## src/rtl/pipe_ctrl_pkg.sv

```systemverilog
// Shared types and constants for the pipeline sequencer: MDU mode, control bundle,
// default mult/div latencies and the load-use match function.
package pipe_ctrl_pkg;

  typedef enum logic {
    RUN      = 1'b0,
    MDU_BUSY = 1'b1
  } mdu_mode_e;

  localparam logic [4:0] REG_ZERO = 5'd0;

  localparam int MULT_CYCLES_DEF = 4;
  localparam int DIV_CYCLES_DEF  = 32;

  typedef struct packed {
    logic pc_write;
    logic ifid_write;
    logic ifid_flush;
    logic idex_write;
    logic idex_bubble;
    logic exmem_write;
  } pipe_ctrl_t;

  localparam pipe_ctrl_t CTRL_RUN = '{pc_write: 1'b1, ifid_write: 1'b1, ifid_flush: 1'b0,
                                      idex_write: 1'b1, idex_bubble: 1'b0, exmem_write: 1'b1};
  localparam pipe_ctrl_t CTRL_FREEZE = '{pc_write: 1'b0, ifid_write: 1'b0, ifid_flush: 1'b0,
                                         idex_write: 1'b0, idex_bubble: 1'b0, exmem_write: 1'b0};
  localparam pipe_ctrl_t CTRL_FLUSH = '{pc_write: 1'b1, ifid_write: 1'b1, ifid_flush: 1'b1,
                                        idex_write: 1'b1, idex_bubble: 1'b1, exmem_write: 1'b1};
  // Stall holds PC and IF/ID but keeps ID/EX and EX/MEM moving so the bubble advances.
  localparam pipe_ctrl_t CTRL_STALL = '{pc_write: 1'b0, ifid_write: 1'b0, ifid_flush: 1'b0,
                                        idex_write: 1'b1, idex_bubble: 1'b1, exmem_write: 1'b1};
  localparam pipe_ctrl_t CTRL_RESET = '{pc_write: 1'b0, ifid_write: 1'b0, ifid_flush: 1'b1,
                                        idex_write: 1'b0, idex_bubble: 1'b1, exmem_write: 1'b0};

  function automatic logic load_use_hit(input logic       memread,
                                        input logic [4:0] ex_rt,
                                        input logic [4:0] id_rs,
                                        input logic [4:0] id_rt,
                                        input logic       uses_rt);
    return memread && (ex_rt != REG_ZERO) &&
           ((ex_rt == id_rs) || (uses_rt && (ex_rt == id_rt)));
  endfunction

endpackage

```

## src/rtl/stall_flush_ctrl_if.sv

```systemverilog
// Hazard inputs and pipeline-register controls exchanged between the datapath
// (master) and the stall/flush sequencer (slave).
interface stall_flush_ctrl_if #(
  parameter int STALL_W = 16
);
  logic               idex_memread;
  logic [4:0]         idex_rt;
  logic [4:0]         ifid_rs;
  logic [4:0]         ifid_rt;
  logic               ifid_uses_rt;
  logic               ifid_is_mdu;
  logic               branch_taken;
  logic               mdu_start;
  logic               mdu_is_div;
  logic               dmem_req;
  logic               dmem_ready;

  logic               pc_write;
  logic               ifid_write;
  logic               ifid_flush;
  logic               idex_write;
  logic               idex_bubble;
  logic               exmem_write;
  logic               mdu_busy;
  logic               mdu_done;
  logic [STALL_W-1:0] stall_count;

  modport master (
    output idex_memread, idex_rt, ifid_rs, ifid_rt, ifid_uses_rt, ifid_is_mdu,
           branch_taken, mdu_start, mdu_is_div, dmem_req, dmem_ready,
    input  pc_write, ifid_write, ifid_flush, idex_write, idex_bubble, exmem_write,
           mdu_busy, mdu_done, stall_count
  );

  modport slave (
    input  idex_memread, idex_rt, ifid_rs, ifid_rt, ifid_uses_rt, ifid_is_mdu,
           branch_taken, mdu_start, mdu_is_div, dmem_req, dmem_ready,
    output pc_write, ifid_write, ifid_flush, idex_write, idex_bubble, exmem_write,
           mdu_busy, mdu_done, stall_count
  );

endinterface

```

## src/rtl/stall_flush_ctrl_mdu_timer.sv

```systemverilog
// Mult/div occupancy timer: loads a countdown on start and reports busy/done
// until the last occupied EX cycle.
module mdu_timer
  import pipe_ctrl_pkg::*;
#(
  parameter int MULT_CYCLES = MULT_CYCLES_DEF,
  parameter int DIV_CYCLES  = DIV_CYCLES_DEF,
  parameter int CNT_W       = 6
) (
  input  logic clk,
  input  logic reset,
  input  logic start,
  input  logic is_div,
  output logic busy,
  output logic done
);

  localparam logic [CNT_W-1:0] MULT_LOAD = CNT_W'(MULT_CYCLES - 1);
  localparam logic [CNT_W-1:0] DIV_LOAD  = CNT_W'(DIV_CYCLES - 1);

  mdu_mode_e        mode_reg, mode_next;
  logic [CNT_W-1:0] cnt_reg, cnt_next;

  always_ff @(posedge clk) begin
    if (reset) begin
      mode_reg <= RUN;
      cnt_reg  <= '0;
    end else begin
      mode_reg <= mode_next;
      cnt_reg  <= cnt_next;
    end
  end

  // A start arriving while busy is illegal upstream and simply ignored here.
  always_comb begin
    mode_next = mode_reg;
    cnt_next  = cnt_reg;
    case (mode_reg)
      RUN: begin
        if (start) begin
          cnt_next  = is_div ? DIV_LOAD : MULT_LOAD;
          mode_next = MDU_BUSY;
        end
      end
      MDU_BUSY: begin
        if (cnt_reg == '0) begin
          mode_next = RUN;
        end else begin
          cnt_next = cnt_reg - 1'b1;
        end
      end
      default: begin
        mode_next = RUN;
        cnt_next  = '0;
      end
    endcase
  end

  always_comb begin
    busy = 1'b0;
    done = 1'b0;
    if (!reset && (mode_reg == MDU_BUSY)) begin
      busy = 1'b1;
      done = (cnt_reg == '0);
    end
  end

endmodule

```

## src/rtl/stall_flush_ctrl.sv

```systemverilog
// Pipeline sequencer: prioritises memory freeze, taken branch, MDU and load-use
// hazards into register enables, and counts PC-stall cycles with saturation.
module stall_flush_ctrl
  import pipe_ctrl_pkg::*;
#(
  parameter int MULT_CYCLES = MULT_CYCLES_DEF,
  parameter int DIV_CYCLES  = DIV_CYCLES_DEF,
  parameter int CNT_W       = 6,
  parameter int STALL_W     = 16
) (
  input  logic             clk,
  input  logic             reset,
  stall_flush_ctrl_if.slave bus
);

  logic               mdu_busy;
  logic               mdu_done;
  logic               mem_freeze;
  logic               mdu_hazard;
  logic               load_use;
  pipe_ctrl_t         ctrl;
  logic [STALL_W-1:0] stall_count_reg;

  mdu_timer #(
    .MULT_CYCLES(MULT_CYCLES),
    .DIV_CYCLES (DIV_CYCLES),
    .CNT_W      (CNT_W)
  ) u_mdu_timer (
    .clk   (clk),
    .reset (reset),
    .start (bus.mdu_start),
    .is_div(bus.mdu_is_div),
    .busy  (mdu_busy),
    .done  (mdu_done)
  );

  assign mem_freeze = bus.dmem_req && !bus.dmem_ready;
  assign mdu_hazard = mdu_busy && bus.ifid_is_mdu;
  assign load_use   = load_use_hit(bus.idex_memread, bus.idex_rt, bus.ifid_rs,
                                   bus.ifid_rt, bus.ifid_uses_rt);

  // A freeze masks everything below it, so a branch held in EX flushes on release.
  always_comb begin
    ctrl = CTRL_RUN;
    if (reset) begin
      ctrl = CTRL_RESET;
    end else if (mem_freeze) begin
      ctrl = CTRL_FREEZE;
    end else if (bus.branch_taken) begin
      ctrl = CTRL_FLUSH;
    end else if (mdu_hazard || load_use) begin
      ctrl = CTRL_STALL;
    end
  end

  always_ff @(posedge clk) begin
    if (reset) begin
      stall_count_reg <= '0;
    end else if (!ctrl.pc_write && (stall_count_reg != '1)) begin
      stall_count_reg <= stall_count_reg + 1'b1;
    end
  end

  assign bus.pc_write    = ctrl.pc_write;
  assign bus.ifid_write  = ctrl.ifid_write;
  assign bus.ifid_flush  = ctrl.ifid_flush;
  assign bus.idex_write  = ctrl.idex_write;
  assign bus.idex_bubble = ctrl.idex_bubble;
  assign bus.exmem_write = ctrl.exmem_write;
  assign bus.mdu_busy    = mdu_busy;
  assign bus.mdu_done    = mdu_done;
  assign bus.stall_count = stall_count_reg;

endmodule

```

## src/flat_wrapper.sv

```systemverilog
// flat-port wrapper written by rule: the top's interface ports become plain ports
module stall_flush_ctrl_flat import pipe_ctrl_pkg::*;
#(
  parameter int MULT_CYCLES = MULT_CYCLES_DEF,
  parameter int DIV_CYCLES  = DIV_CYCLES_DEF,
  parameter int CNT_W       = 6,
  parameter int STALL_W     = 16
)
  (clk, reset, bus_idex_memread, bus_idex_rt, bus_ifid_rs, bus_ifid_rt, bus_ifid_uses_rt, bus_ifid_is_mdu, bus_branch_taken, bus_mdu_start, bus_mdu_is_div, bus_dmem_req, bus_dmem_ready, bus_pc_write, bus_ifid_write, bus_ifid_flush, bus_idex_write, bus_idex_bubble, bus_exmem_write, bus_mdu_busy, bus_mdu_done, bus_stall_count);
  stall_flush_ctrl_if #(.STALL_W(STALL_W)) bus_i ();
  input  logic clk;
  input  logic reset;
  input wire logic [$bits(bus_i.idex_memread)-1:0] bus_idex_memread;
  input wire logic [$bits(bus_i.idex_rt)-1:0] bus_idex_rt;
  input wire logic [$bits(bus_i.ifid_rs)-1:0] bus_ifid_rs;
  input wire logic [$bits(bus_i.ifid_rt)-1:0] bus_ifid_rt;
  input wire logic [$bits(bus_i.ifid_uses_rt)-1:0] bus_ifid_uses_rt;
  input wire logic [$bits(bus_i.ifid_is_mdu)-1:0] bus_ifid_is_mdu;
  input wire logic [$bits(bus_i.branch_taken)-1:0] bus_branch_taken;
  input wire logic [$bits(bus_i.mdu_start)-1:0] bus_mdu_start;
  input wire logic [$bits(bus_i.mdu_is_div)-1:0] bus_mdu_is_div;
  input wire logic [$bits(bus_i.dmem_req)-1:0] bus_dmem_req;
  input wire logic [$bits(bus_i.dmem_ready)-1:0] bus_dmem_ready;
  output wire logic [$bits(bus_i.pc_write)-1:0] bus_pc_write;
  output wire logic [$bits(bus_i.ifid_write)-1:0] bus_ifid_write;
  output wire logic [$bits(bus_i.ifid_flush)-1:0] bus_ifid_flush;
  output wire logic [$bits(bus_i.idex_write)-1:0] bus_idex_write;
  output wire logic [$bits(bus_i.idex_bubble)-1:0] bus_idex_bubble;
  output wire logic [$bits(bus_i.exmem_write)-1:0] bus_exmem_write;
  output wire logic [$bits(bus_i.mdu_busy)-1:0] bus_mdu_busy;
  output wire logic [$bits(bus_i.mdu_done)-1:0] bus_mdu_done;
  output wire logic [$bits(bus_i.stall_count)-1:0] bus_stall_count;
  assign bus_i.idex_memread = bus_idex_memread;
  assign bus_i.idex_rt = bus_idex_rt;
  assign bus_i.ifid_rs = bus_ifid_rs;
  assign bus_i.ifid_rt = bus_ifid_rt;
  assign bus_i.ifid_uses_rt = bus_ifid_uses_rt;
  assign bus_i.ifid_is_mdu = bus_ifid_is_mdu;
  assign bus_i.branch_taken = bus_branch_taken;
  assign bus_i.mdu_start = bus_mdu_start;
  assign bus_i.mdu_is_div = bus_mdu_is_div;
  assign bus_i.dmem_req = bus_dmem_req;
  assign bus_i.dmem_ready = bus_dmem_ready;
  assign bus_pc_write = bus_i.pc_write;
  assign bus_ifid_write = bus_i.ifid_write;
  assign bus_ifid_flush = bus_i.ifid_flush;
  assign bus_idex_write = bus_i.idex_write;
  assign bus_idex_bubble = bus_i.idex_bubble;
  assign bus_exmem_write = bus_i.exmem_write;
  assign bus_mdu_busy = bus_i.mdu_busy;
  assign bus_mdu_done = bus_i.mdu_done;
  assign bus_stall_count = bus_i.stall_count;
  stall_flush_ctrl #(.MULT_CYCLES(MULT_CYCLES), .DIV_CYCLES(DIV_CYCLES), .CNT_W(CNT_W), .STALL_W(STALL_W)) u_core (.clk(clk), .reset(reset), .bus(bus_i));
endmodule
```

## config.mk

```make
export PLATFORM = sky130hd
export DESIGN_NAME = stall_flush_ctrl_flat
export DESIGN_NICKNAME = d
export VERILOG_FILES = /design/src/rtl/pipe_ctrl_pkg.sv /design/src/rtl/stall_flush_ctrl_if.sv /design/src/rtl/stall_flush_ctrl_mdu_timer.sv /design/src/rtl/stall_flush_ctrl.sv /design/src/flat_wrapper.sv
export SDC_FILE = /design/constraint.sdc
export NUM_CORES = 1
export LEC_CHECK = 0
export ABC_CLOCK_PERIOD_IN_PS = 4390
export BUFFER_PORTS_ARGS = -buffer_cell sky130_fd_sc_hd__buf_2
export CAP_MARGIN = 20
export CORE_MARGIN = 10
export CORE_UTILIZATION = 33
export DETAILED_ROUTE_END_ITERATION = 12
export SETUP_SLACK_MARGIN = 0.15
export SYNTH_ARGS = -nofsm -noshare
export SYNTH_HDL_FRONTEND = slang
export SYNTH_SLANG_ARGS = --single-unit
```

## constraint.sdc

```tcl
create_clock -name clk -period 4.39 [get_ports clk]
set_input_delay 0.439 -clock clk [delete_from_list [all_inputs] [get_ports clk]]
set_output_delay 0.439 -clock clk [all_outputs]
set_load 0.005 [all_outputs]
```

==> reports/metrics.csv <==
stage,metric,value,unit
grt,grt_pass1_vias,1347,
layout,antenna_cells,0,
sta,hold_viol,0,
flow_run,cap_violations,0,
drt,drc,0,
outcome,status,finished clean,
placed_design,dpl.hpwl,2780,um
clock_network,clk_pin_slew,80,ps
power_and_ir_drop,power.leakage,0.703,nW
layout,multiInputGateArea,891,um2
floorplanning,core,4350,um2
floorplanning,dieArea,7550,um2
sta,skew,3.98,ps
synth,synth_cells,173,
min_path,min_path_type,flip-flop to flip-flop,
floorplanning,die_width,86.9,um
floorplanning,die_h,86.9,um
floorplanning,core.rowCount,24,
drt,wl,3480,um
sta,period_share,62.5,%
grt,antenna_found_initial,0,
floorplanning,start_util,33.9,%
drt,viasPerCell,5.12,
critical_path,max_stage_delay,740,ps
grt,grt_max_degree,29,
clock_network,cts-root-buf,clkbuf_8,
synth,synth_nets,200,
critical_path,critPathSlowestCell,a21oi_2,
placed_design,portBuffers,48,
layout,syn_to_final_growth,17.4,%
layout,final_net_count,243,
clock_network,cts_tree,yes,
sta,setup_violations,0,
placed_design,placed_area,1690,um2
critical_path,crit_fanout,24,
layout,largest_reg_flops,16,
sta,tns,0,ps
layout,mostFrequentLayoutCell,buf_2,
critical_path,crit_arrival,2310,ps
synth,ys_seq_area_share,31.2,%
grt,grt-ovfl-total,0,
placed_design,gp_congestion,0.730,
clock_network,post_cts_buffers,0,
layout,drive_gt1_share,32.1,%
drt,drt_iter0_markers,76,
power_and_ir_drop,power_density,262,nW/um2
sta,maxSlewViolCount,0,
drt,ant_nets,0,
synth,synth.distinct_cells,45,
layout,fillers,454,
sta,layout_min_cycle_time,2740,ps
clock_network,cts_buffers,3,
clock_network,htreeDepth,1,
critical_path,crit_family,compound AO/OA/AOI/OAI gates,
sta,relSlewSlack,34.8,%
drt,num_vias,1367,
clock_network,clock_latency,260,ps
critical_path,criticalPathCategory,input port to output pin,
floorplanning,io_pins,49,
sta,tightest_slew,978,ps
synth,netlist_area,1480,um2
drt,wl_per_cell,13.0,um
grt,grt_pass1_wl,5950,um
sta,rsz0062_at_grt,false,
synth,ys_seq_elements,23,
drt,drt_pre_antenna_iters,4,
layout,final_cell_mix,"buf_2 (48), dfxtp_1 (23), a21oi_1 (14), nor2_1 (13)",
clock_network,clock_sinks,23,
critical_path,cpMostUsedCell,buf_2,
critical_path,endpoint_kind,output pin,
clock_network,cts_buffer_depth,2,
layout,postLayoutCellArea,1740,um2
layout,regArea,460,um2
synth,avgSynthCellArea,8.54,um2
sta,fmax,364,MHz
critical_path,required,3950,ps
power_and_ir_drop,irDropWorstVdd,0.0971,mV
critical_path,crit_buf_inv,2,
synth,yosysWarnings,0,
critical_path,critPathLaunchType,input port,
clock_network,postCtsHoldBufs,0,
grt,globalRouteTotalUtil,9.45,%
critical_path,crit_chain,"buf_2, or4_1, o21ai_1, nor2_1, a21oi_2, buf_2",
clock_network,cts_resized,0,
-- routing by layer --
layer	routed length, um	share of wire [%]	vias up	track usage, %
met4	41	1.2	0	3.68
met1	1700	49	600	11.9
met5	0	0	-	0
li1	-	-	727	-
met2	1460	42	36	14.1
met3	275	7.9	4	3.75
-- tightest hold or removal path: stages (launching register included) --
cell     delay [ps]
dfxtp_1         320
o21ai_0          70
a21oi_1          60
-- through the flow --
stage                     cells  hold slack [ps]  total power, W  setup WS (ps)  util, %
after floorplan             173              458        0.000303           2260        -
after global placement      263              476        0.000329           1650     38.8
after detailed placement    263              482        0.000330           1620     38.8
after CTS                   267              494        0.000464           1620     39.9
after global routing        267              527        0.000488           1410     39.9
final                       267              493        0.000456           1650     39.9
-- final timing paths --
kind	from	end	slack [ps]	depth (start not counted)
min reg2reg	u_core.u_mdu_timer.cnt_reg[5]	u_core.u_mdu_timer.cnt_reg[5]	490	2
max	bus_idex_rt[0]	bus_ifid_write	1650	6
max reg2reg	u_core.bus.stall_count[3]	u_core.bus.stall_count[10]	1990	7
min	u_core.u_mdu_timer.cnt_reg[5]	u_core.u_mdu_timer.cnt_reg[5]	490	2
-- cells in the mapped netlist (all sizes together) --
| cell type | instances | area (um2) |
|---|---|---|
| or4 | 9 | 67.6 |
| a32o | 2 | 20.0 |
| a21boi | 1 | 7.51 |
| or2 | 1 | 6.26 |
| clkbuf | 2 | 7.51 |
| or3 | 3 | 18.8 |
| dfxtp | 23 | 460 |
| a21o | 1 | 7.51 |
| mux2 | 4 | 60.1 |
| nand2 | 8 | 30.0 |
| o21ai | 8 | 43.8 |
| inv | 5 | 18.8 |
| ha | 2 | 25.0 |
| nand2b | 2 | 12.5 |
| nor4 | 4 | 25.0 |
| xnor2 | 10 | 87.6 |
| o22ai | 1 | 6.26 |
| nand3b | 1 | 7.51 |
| and3 | 5 | 36.3 |
| nor3 | 4 | 35.0 |
| or3b | 2 | 17.5 |
| nor2 | 13 | 48.8 |
| o21a | 1 | 7.51 |
| and2 | 1 | 6.26 |
| o41ai | 1 | 8.76 |
| nand4 | 4 | 25.0 |
| a21oi | 16 | 87.6 |
| nand3 | 11 | 60.1 |
| buf | 10 | 100 |
| a221oi | 1 | 8.76 |
| o31a | 1 | 8.76 |
| o31ai | 8 | 60.1 |
| nor2b | 7 | 46.3 |
| o311ai | 1 | 8.76 |
-- final cells by class --
cell class	instances	area share, %
clock buffers	4	2.60
repair buffers	50	14.7
well taps	52	3.75
flip-flops and latches	23	26.5
multi-input cells	133	51.3
inverters	5	1.08
-- power breakdown --
part | switching, W | internal, W | leakage (nW)
clock | 0.0000675 | 0.0000647 | 0.0228
combinational | 0.0000495 | 0.0000442 | 0.493
sequential | 0.0000106 | 0.000219 | 0.187
total | 0.000128 | 0.000328 | 0.703
-- cell families (layout without fill, tap and decap cells) --
group	count (synthesis)	count (layout)	share of synthesized area [%]
compound gates	42	42	18.6
xor+xnor	10	10	5.93
fa+ha+maj	2	2	1.69
buf+inv	17	59	8.55
flops	23	23	31.2
mux	4	4	4.06
simple gates	75	75	30.0
Note: power is estimated with default switching activity, not from simulation.
